## src/rtl/axis_byte_to_word_packer_pkg.sv

```systemverilog
// Shared constants, types and helpers for the byte-to-word packer.
// The keep-mask helper turns a fill index into a contiguous low-lane mask.
package axis_byte_to_word_packer_pkg;

  localparam int BYTE_W    = 8;
  localparam int DEF_RATIO = 4;
  localparam int MAX_RATIO = 8;

  typedef logic [$clog2(DEF_RATIO)-1:0] fill_idx_t;

  // idx=1 gives ...0011: lanes 0..idx inclusive
  function automatic logic [MAX_RATIO-1:0] keep_mask(input int idx);
    logic [MAX_RATIO-1:0] mask;
    mask = '0;
    for (int i = 0; i < MAX_RATIO; i++) begin
      if (i <= idx) mask[i] = 1'b1;
    end
    return mask;
  endfunction

endpackage

```

## src/rtl/axis_byte_to_word_packer_if.sv

```systemverilog
// Byte-in / word-out stream bundle for the packer.
// slave is the packer's view; master is the surrounding environment's view.
interface axis_byte_to_word_packer_if #(
  parameter int RATIO = 4
) ();
  import axis_byte_to_word_packer_pkg::*;

  logic [BYTE_W-1:0]       data_in;
  logic                    m_valid;
  logic                    m_ready;
  logic                    m_last;
  logic [BYTE_W*RATIO-1:0] s_data;
  logic [RATIO-1:0]        s_keep;
  logic                    s_valid;
  logic                    s_ready;
  logic                    s_last;

  modport master (
    output data_in, m_valid, m_last, s_ready,
    input  m_ready, s_data, s_keep, s_valid, s_last
  );

  modport slave (
    input  data_in, m_valid, m_last, s_ready,
    output m_ready, s_data, s_keep, s_valid, s_last
  );

endinterface

```

## src/rtl/axis_byte_to_word_packer_out_reg.sv

```systemverilog
// Output holding register: captures a packed word and keeps it stable until
// the downstream side takes it; drain marks the accepting edge.
module axis_word_out_reg
  import axis_byte_to_word_packer_pkg::*;
#(
  parameter int RATIO = DEF_RATIO
) (
  input  logic                    clk,
  input  logic                    rst,
  input  logic                    load,
  input  logic [BYTE_W*RATIO-1:0] word,
  input  logic [RATIO-1:0]        keep,
  input  logic                    last,
  input  logic                    s_ready,
  output logic                    s_valid,
  output logic [BYTE_W*RATIO-1:0] s_data,
  output logic [RATIO-1:0]        s_keep,
  output logic                    s_last,
  output logic                    drain
);

  logic                    s_valid_reg;
  logic [BYTE_W*RATIO-1:0] s_data_reg;
  logic [RATIO-1:0]        s_keep_reg;
  logic                    s_last_reg;

  assign drain = s_valid_reg && s_ready;

  // A load on a drain edge replaces the word with no bubble.
  always_ff @(posedge clk) begin
    if (!rst) begin
      s_valid_reg <= 1'b0;
      s_data_reg  <= '0;
      s_keep_reg  <= '0;
      s_last_reg  <= 1'b0;
    end else if (load) begin
      s_valid_reg <= 1'b1;
      s_data_reg  <= word;
      s_keep_reg  <= keep;
      s_last_reg  <= last;
    end else if (drain) begin
      s_valid_reg <= 1'b0;
    end
  end

  assign s_valid = s_valid_reg;
  assign s_data  = s_data_reg;
  assign s_keep  = s_keep_reg;
  assign s_last  = s_last_reg;

endmodule

```

## src/rtl/axis_byte_to_word_packer.sv

```systemverilog
// Packs an 8-bit stream into RATIO-byte little-endian words, flushing partial
// words on last, and counts packets fully handed downstream.
module axis_byte_to_word_packer
  import axis_byte_to_word_packer_pkg::*;
#(
  parameter int RATIO = DEF_RATIO,
  parameter int CNT_W = 16
) (
  input  logic                  clk,
  input  logic                  rst,
  axis_byte_to_word_packer_if.slave bus,
  output logic [CNT_W-1:0]      pkt_cnt
);

  localparam int IDX_W  = $clog2(RATIO);
  localparam int WORD_W = BYTE_W * RATIO;

  typedef logic [IDX_W-1:0] idx_t;

  idx_t                               idx_reg;
  idx_t                               idx_next;
  logic [RATIO-1:0][BYTE_W-1:0]       acc_reg;
  logic [RATIO-1:0][BYTE_W-1:0]       acc_next;
  logic                               accept;
  logic                               complete;
  logic [RATIO-1:0]                   keep;
  logic [WORD_W-1:0]                  word;
  logic                               drain;
  logic [CNT_W-1:0]                   pkt_cnt_reg;

  // Input stalls whenever the output register holds an unaccepted word.
  assign bus.m_ready = rst && (!bus.s_valid || bus.s_ready);

  // State register: fill index plus lane accumulator.
  always_ff @(posedge clk) begin
    if (!rst) begin
      idx_reg <= '0;
      acc_reg <= '0;
    end else begin
      idx_reg <= idx_next;
      acc_reg <= acc_next;
    end
  end

  // Next state: write lane idx, advance, or wrap to FILL0 on completion.
  always_comb begin
    idx_next = idx_reg;
    acc_next = acc_reg;
    if (complete) begin
      idx_next = '0;
      acc_next = '0;
    end else if (accept) begin
      idx_next = idx_reg + idx_t'(1);
      for (int i = 0; i < RATIO; i++) begin
        if (idx_reg == IDX_W'(i)) acc_next[i] = bus.data_in;
      end
    end
  end

  // Outputs of the fill FSM toward the holding register.
  always_comb begin
    accept   = bus.m_valid && bus.m_ready;
    complete = accept && ((idx_reg == IDX_W'(RATIO - 1)) || bus.m_last);
    keep     = RATIO'(keep_mask(int'(idx_reg)));
  end

  // The completing byte bypasses the accumulator into its lane.
  for (genvar gi = 0; gi < RATIO; gi++) begin : g_lane
    assign word[gi*BYTE_W +: BYTE_W] = !keep[gi]                 ? '0 :
                                       (idx_reg == IDX_W'(gi))   ? bus.data_in :
                                                                   acc_reg[gi];
  end

  axis_word_out_reg #(
    .RATIO (RATIO)
  ) u_out_reg (
    .clk     (clk),
    .rst     (rst),
    .load    (complete),
    .word    (word),
    .keep    (keep),
    .last    (bus.m_last),
    .s_ready (bus.s_ready),
    .s_valid (bus.s_valid),
    .s_data  (bus.s_data),
    .s_keep  (bus.s_keep),
    .s_last  (bus.s_last),
    .drain   (drain)
  );

  always_ff @(posedge clk) begin
    if (!rst) begin
      pkt_cnt_reg <= '0;
    end else if (drain && bus.s_last) begin
      pkt_cnt_reg <= pkt_cnt_reg + CNT_W'(1);
    end
  end

  assign pkt_cnt = pkt_cnt_reg;

endmodule
```

## src/flat_wrapper.sv

```systemverilog
// flat-port wrapper written by rule: the top's interface ports become plain ports
module axis_byte_to_word_packer_flat import axis_byte_to_word_packer_pkg::*;
#(
  parameter int RATIO = DEF_RATIO,
  parameter int CNT_W = 16
)
  (clk, rst, pkt_cnt, bus_data_in, bus_m_valid, bus_m_last, bus_s_ready, bus_m_ready, bus_s_data, bus_s_keep, bus_s_valid, bus_s_last);
  axis_byte_to_word_packer_if #(.RATIO(RATIO)) bus_i ();
  input  logic clk;
  input  logic rst;
  output logic [CNT_W-1:0] pkt_cnt;
  input wire logic [$bits(bus_i.data_in)-1:0] bus_data_in;
  input wire logic [$bits(bus_i.m_valid)-1:0] bus_m_valid;
  input wire logic [$bits(bus_i.m_last)-1:0] bus_m_last;
  input wire logic [$bits(bus_i.s_ready)-1:0] bus_s_ready;
  output wire logic [$bits(bus_i.m_ready)-1:0] bus_m_ready;
  output wire logic [$bits(bus_i.s_data)-1:0] bus_s_data;
  output wire logic [$bits(bus_i.s_keep)-1:0] bus_s_keep;
  output wire logic [$bits(bus_i.s_valid)-1:0] bus_s_valid;
  output wire logic [$bits(bus_i.s_last)-1:0] bus_s_last;
  assign bus_i.data_in = bus_data_in;
  assign bus_i.m_valid = bus_m_valid;
  assign bus_i.m_last = bus_m_last;
  assign bus_i.s_ready = bus_s_ready;
  assign bus_m_ready = bus_i.m_ready;
  assign bus_s_data = bus_i.s_data;
  assign bus_s_keep = bus_i.s_keep;
  assign bus_s_valid = bus_i.s_valid;
  assign bus_s_last = bus_i.s_last;
  axis_byte_to_word_packer #(.RATIO(RATIO), .CNT_W(CNT_W)) u_core (.clk(clk), .rst(rst), .bus(bus_i), .pkt_cnt(pkt_cnt));
endmodule
```

## config.mk

```make
export PLATFORM = sky130hd
export DESIGN_NAME = axis_byte_to_word_packer_flat
export DESIGN_NICKNAME = d
export VERILOG_FILES = /design/src/rtl/axis_byte_to_word_packer_pkg.sv /design/src/rtl/axis_byte_to_word_packer_if.sv /design/src/rtl/axis_byte_to_word_packer_out_reg.sv /design/src/rtl/axis_byte_to_word_packer.sv /design/src/flat_wrapper.sv
export SDC_FILE = /design/constraint.sdc
export NUM_CORES = 1
export LEC_CHECK = 0
export CAP_MARGIN = 20
export CORE_AREA = 3 3 93 95
export CTS_CLUSTER_DIAMETER = 60
export DETAILED_ROUTE_END_ITERATION = 16
export DIE_AREA = 0 0 96 98
export HOLD_SLACK_MARGIN = 0.03
export PLACE_DENSITY = 0.74
export SKIP_CTS_REPAIR_TIMING = 1
export SYNTH_ARGS = -nofsm -noshare
export SYNTH_HDL_FRONTEND = slang
export SYNTH_HIERARCHICAL = 1
export SYNTH_SLANG_ARGS = --single-unit
```

## constraint.sdc

```tcl
create_clock -name clk -period 1.9 [get_ports clk]
set_clock_uncertainty 0.2 [all_clocks]
set_input_delay 0.19 -clock clk [delete_from_list [all_inputs] [get_ports clk]]
set_output_delay 0.19 -clock clk [all_outputs]
set_load 0.05 [all_outputs]
```

======== After elaboration in Yosys (flattened, before gate mapping) ========
Index checks and enable logic that the tools add are counted.
operators by class
  div/mod/pow operators ................... 0
  $lt $le $gt $ge ......................... 3
  $mul .................................... 0
  bitwise logic cells ..................... 1
  mux-type cells .......................... 12
  shift operators ......................... 0
  add/sub/neg operators ................... 2
  reduce and logical (&&, ||, !) cells .... 11
  equality and inequality tests ........... 3
operator list
  cell                                                                             count
  8-bit 2-to-1 mux                                                                 7
  16-bit by 1-bit adder with 16-bit output, second input constant                  1
  1-bit logical AND                                                                5
  1-bit 2-to-1 mux                                                                 5
  2-bit equality test, second input constant                                       2
  2-bit less-or-equal comparator, first input constant                             2
  2-bit by 1-bit adder with 2-bit output, second input constant                    1
  2-bit by 1-bit equality test with 1-bit output, second input constant            1
  1-bit by 2-bit less-or-equal comparator with 1-bit output, first input constant  1
  2-bit zero test                                                                  1
  1-bit logical OR                                                                 2
  2-bit nonzero test                                                               1
  2-bit OR reduction                                                               1
  1-bit zero test                                                                  1
  1-bit inverter                                                                   1
word-level totals
  input bits .............................. 13
  memory bits (writable) .................. 0
  memories ................................ 0
  output and inout port bits .............. 55
  latch bits .............................. 0
  register bits ........................... 88
  bits in read-only memories .............. 0

======== Depth between registers and ports, before layout ========
  depth after elaboration ................. 6
  depth in mapped cells ................... 9
  depth with buffers taken out ............ 6

======== Hierarchy ========
The synthesis kept the hierarchy.
modules (own cells, without submodules)
  module                    cells an instance  area each (um^2)  instances  sequential area each (um^2)
  axis_byte_to_word_packer  277                2204.6            1          840.8
  axis_word_out_reg         123                1447.6            1          760.7

======== Worst setup path after synthesis ========
No wires, ideal clock.
  path type ............................... reg-to-reg
  start point ............................. reg u_core.u_out_reg.s_valid_reg (netlist: u_core/u_out_reg/s_valid)
  end point ............................... reg u_core.u_out_reg.s_data_reg[10] (netlist: u_core/u_out_reg/s_data[10])
  path buffers ............................ 2
  period minus slack after synthesis ...... 2.028 ns
  setup slack ............................. -0.128 ns
  stages on the path, launching flop included .. 8
  required time ........................... 1.583 ns
  data arrival time ....................... 1.711 ns
  path through ............................ dfxtp_1 > nand2b_1 > nand3_1 > nor2_1 > buf_6 > buf_8 > mux2i_1 > nor2b_1
between the ends
  longest elaborated chain between the ends .. 5
ends and longest elaborated chain
  element                    RTL line                                RTL
  from (decl)                axis_byte_to_word_packer_out_reg.sv:22  logic s_valid_reg;
  from (signal assigned)     axis_byte_to_word_packer_out_reg.sv:32  s_valid_reg <= 1'b0;
  from (signal assigned)     axis_byte_to_word_packer_out_reg.sv:37  s_valid_reg <= 1'b1;
  from (signal assigned)     axis_byte_to_word_packer_out_reg.sv:42  s_valid_reg <= 1'b0;
  1-bit zero test            axis_byte_to_word_packer.sv:32          assign bus.m_ready = rst && (!bus.s_valid || bus.s_ready);
  1-bit logical OR           axis_byte_to_word_packer.sv:32
  1-bit logical AND          axis_byte_to_word_packer.sv:32
  1-bit logical AND          axis_byte_to_word_packer.sv:62          accept = bus.m_valid && bus.m_ready;
  1-bit logical AND          axis_byte_to_word_packer.sv:63          complete = accept && ((idx_reg == IDX_W'(RATIO - 1)) || bus.m_last);
  named net u_core.complete  axis_byte_to_word_packer.sv:25          logic complete;
  to (signal assigned)       axis_byte_to_word_packer_out_reg.sv:38  s_data_reg <= word;
  to (decl)                  axis_byte_to_word_packer_out_reg.sv:23  logic [BYTE_W*RATIO-1:0] s_data_reg;
The timed path passes the listed nets, and every way through them passes these cells.
A chain may end at the register's enable or synchronous reset.

======== Worst setup path after layout ========
  start point ............................. reg u_core.u_out_reg.s_keep_reg[0] (netlist: u_core/u_out_reg/s_keep[0])
  end point ............................... out bus_s_keep[0]
RTL lines
  element                 RTL line                                RTL
  from (decl)             axis_byte_to_word_packer_out_reg.sv:24  logic [RATIO-1:0] s_keep_reg;
  from (signal assigned)  axis_byte_to_word_packer_out_reg.sv:39  s_keep_reg <= keep;
  to (decl)               flat_wrapper.sv:18                      output wire logic [$bits(bus_i.s_keep)-1:0] bus_s_keep;
No word-level cell between the ends.

==> impl_results.md <==
* Reg clk slew, reported paths at about 80 ps
* Finish-stage setup viols at 0
* CTS tree: yes
* Unique masters post-synth at 35
* CTS buffer count at 9
* Unrepaired setup endpoints after global routing: false
* Startpoint types: flip-flop
* Skew-Pair Late Insertion Delay at between 300 and 400 ps
* Ys flop type: dfxtp_1
* Synth Cell Area at between 3000 and 4000 µm²
* FFs w/ async S/R, synth at 0
* Die height at 98 µm
* Crit end category: primary output
* CTS sink cnt at 80
* Row cnt at 32
* DRT Wirelength at a little over 8000 µm
* Ports at between 60 and 70
* CP Data Arrival Time at roughly 1500 ps
* Iter 0 DRT Violations at approximately 160
* Die area at roughly 9400 µm²
* Core ar. at 7810 µm²
* FF+latch count, synth at 80
* Remaining antenna violation count after routing at 0
* Seq/Total Area, Yosys at 0.439
* Post-synth EDFFs at 0
* Power per cell area at 734 nW/µm²
* Syn nets at about 420
* Post-Synthesis Cells at 400
* Sum of buffers and inverters on the critical path at 1
* Chip width at ~96 µm
* Critical Path RT at between 1500 and 2000 ps
* GR Overflow Total at 0
* Initial antenna violation count at 0
* Worst Hold Class: reg -> reg
* Outcome: finished clean
* DRC Markers at 0
* Crit path max-delay family: buffers and inverters
* # H-tree levels at 3
* Leakage at about 0.0019 µW
* Total global routing track utilization at 0.176
* DR vias/cell at 4.99
* Hold Fails Final Rpt at 0
* Fraction of layout cells with a size suffix above 1 at 0.216
* Most frequent cells in the layout: 77 x dfxtp_1, 63 x buf_4, 46 x mux2i_1, 42 x nand2_1, 38 x nor2b_1
* Drt first pass iters at 4
* Via count at ~2900
* Top cells by area, synth: dfxtp_1 44%, mux2i_1 13%, nor2b_1 6.5%
* Post-DP HPWL at approximately 5500 µm
* VDD IR max at 388 µV
* Biggest area consumer among synthesized cells: dfxtp_1
* Hold slack at about 260 ps
* Nets at around 500
* Synth warnings at 6
* Total inserted antenna cells at 0
* Slew @ Worst Pin at around 520 ps
* Clk Tree Root Cell: clkbuf_8
* Clk buf depth at 2
* I/O Buffers at between 60 and 70
* Count of max-cap constraint violations at 0
* First-pass GRT wire length at approximately 13000 µm
* Post-route total power at ~3400 µW
* Critical path class: reg -> out
* Area grow syn2layout at 26.9%
* Vias in the first global route at approximately 2700
* Area share of the largest cell type after synthesis at 0.439
* Maximum clock rate at between 500 and 600 MHz
* GPL Wtd Cong at 0.823
* Commonest non-fill, non-tap cell in the layout: dfxtp_1
* Final Slew Violations at 0
* Max FFs per register at 32
* Slowest-stage cell, CP: clkdlybuf4s50_1
* Max-slew headroom at 0.656
* Ratio of final minimum period to clock period at 0.976
* Crit-path max FO at 2
* Average size of a mapped cell at 9.13 µm²
* DR WL/cell at 13.9 µm
* Crit path time final at 1860 ps
* Starting Density at 0.468
* Critical path's largest stage delay at ~800 ps
* CP cell instances: clkdlybuf4s50_1
* Largest net degree at the start of global routing at between 50 and 60
==> path summary, 6_finish.rpt <==
check | start | endpoint | slack (ps) | cells past startpoint
setup / recovery | u_core/u_out_reg/s_keep[0]$_SDFFE_PN0P_ | bus_s_keep[0] | 40 | 1
hold / removal | u_core/acc_reg[11]$_SDFFE_PP0P_ | u_core/acc_reg[11]$_SDFFE_PP0P_ | 260 | 2
setup reg to reg | u_core/pkt_cnt[2]$_SDFFE_PN0P_ | u_core/pkt_cnt[13]$_SDFFE_PN0P_ | 150 | 4
hold reg to reg | u_core/acc_reg[11]$_SDFFE_PP0P_ | u_core/acc_reg[11]$_SDFFE_PP0P_ | 260 | 2
==> layer usage <==
| metal | vias to the layer above | GRT usage | wire length (µm) |
|---|---|---|---|
| met2 | 55 | 0.283 | 3850 |
| met4 | 0 | 0.0460 | 48 |
| li1 | 1469 | - | - |
| met3 | 5 | 0.0431 | 389 |
| met1 | 1358 | 0.236 | 3770 |
| met5 | - | 0 | 0 |
==> where the power goes <==
part	internal (µW)	total (µW)	leakage [µW]	switching, µW
Clock	777	1360	0.000108	583
Combinational	142	329	0.00113	187
Sequential	1700	1710	0.000648	14.2
Total	2620	3400	0.00188	784
==> cell usage after synthesis, drive strengths merged (7+ instances only) <==
| library cell | n |
|---|---|
| dfxtp | 80 |
| mux2i | 46 |
| nand2 | 42 |
| nor2b | 38 |
| nor2 | 27 |
| and2 | 22 |
| nand3 | 20 |
| buf | 18 |
| a21oi | 17 |
| nor3 | 12 |
| o21ai | 11 |
| clkbuf | 10 |
| mux2 | 8 |
| nand4 | 8 |
| xnor2 | 7 |
==> worst reg2reg max path: cells and delay by family (launching register included) <==
kind	cells	cell delay, ps
and+or+nand+nor	3	900
DFF	1	450
xor gates and xnor gates	1	110
==> logic make-up after synthesis <==
logic type | count (synthesis) | share of synthesized area
other | 1 | 0.00103
adders and majority gates | 5 | 0.0171
DFF | 80 | 0.439
muxes | 54 | 0.151
buffers and inverters | 34 | 0.0507
and+or+nand+nor | 181 | 0.264
AOI/OAI and AO/OA | 32 | 0.0466
xor gates and xnor gates | 13 | 0.0312
==> area by class of cell <==
class	count	area, µm²
inverter	6	22.5
fill	677	3170
multi-input combinational	286	1880
clock buffer	13	149
clock inverter	3	65.1
tap	102	128
timing repair buffer	88	783
sequential	80	1610
==> per-stage QoR <==
stage          std cells  setup TNS (ps)  worst slack [ps]  utilization  cell area [µm²]
2_1_floorplan        400               0              13.6            -             3660
6_report             578               0              44.8        0.594             4640
5_1_grt              578               0              4.43        0.594             4640
4_1_cts              577            -204             -31.0        0.590             4600
3_5_place_dp         561           -1770              -154        0.562             4390
3_3_place_gp         561           -1180             -61.6        0.562             4390
(Power assumes the default switching activity.)
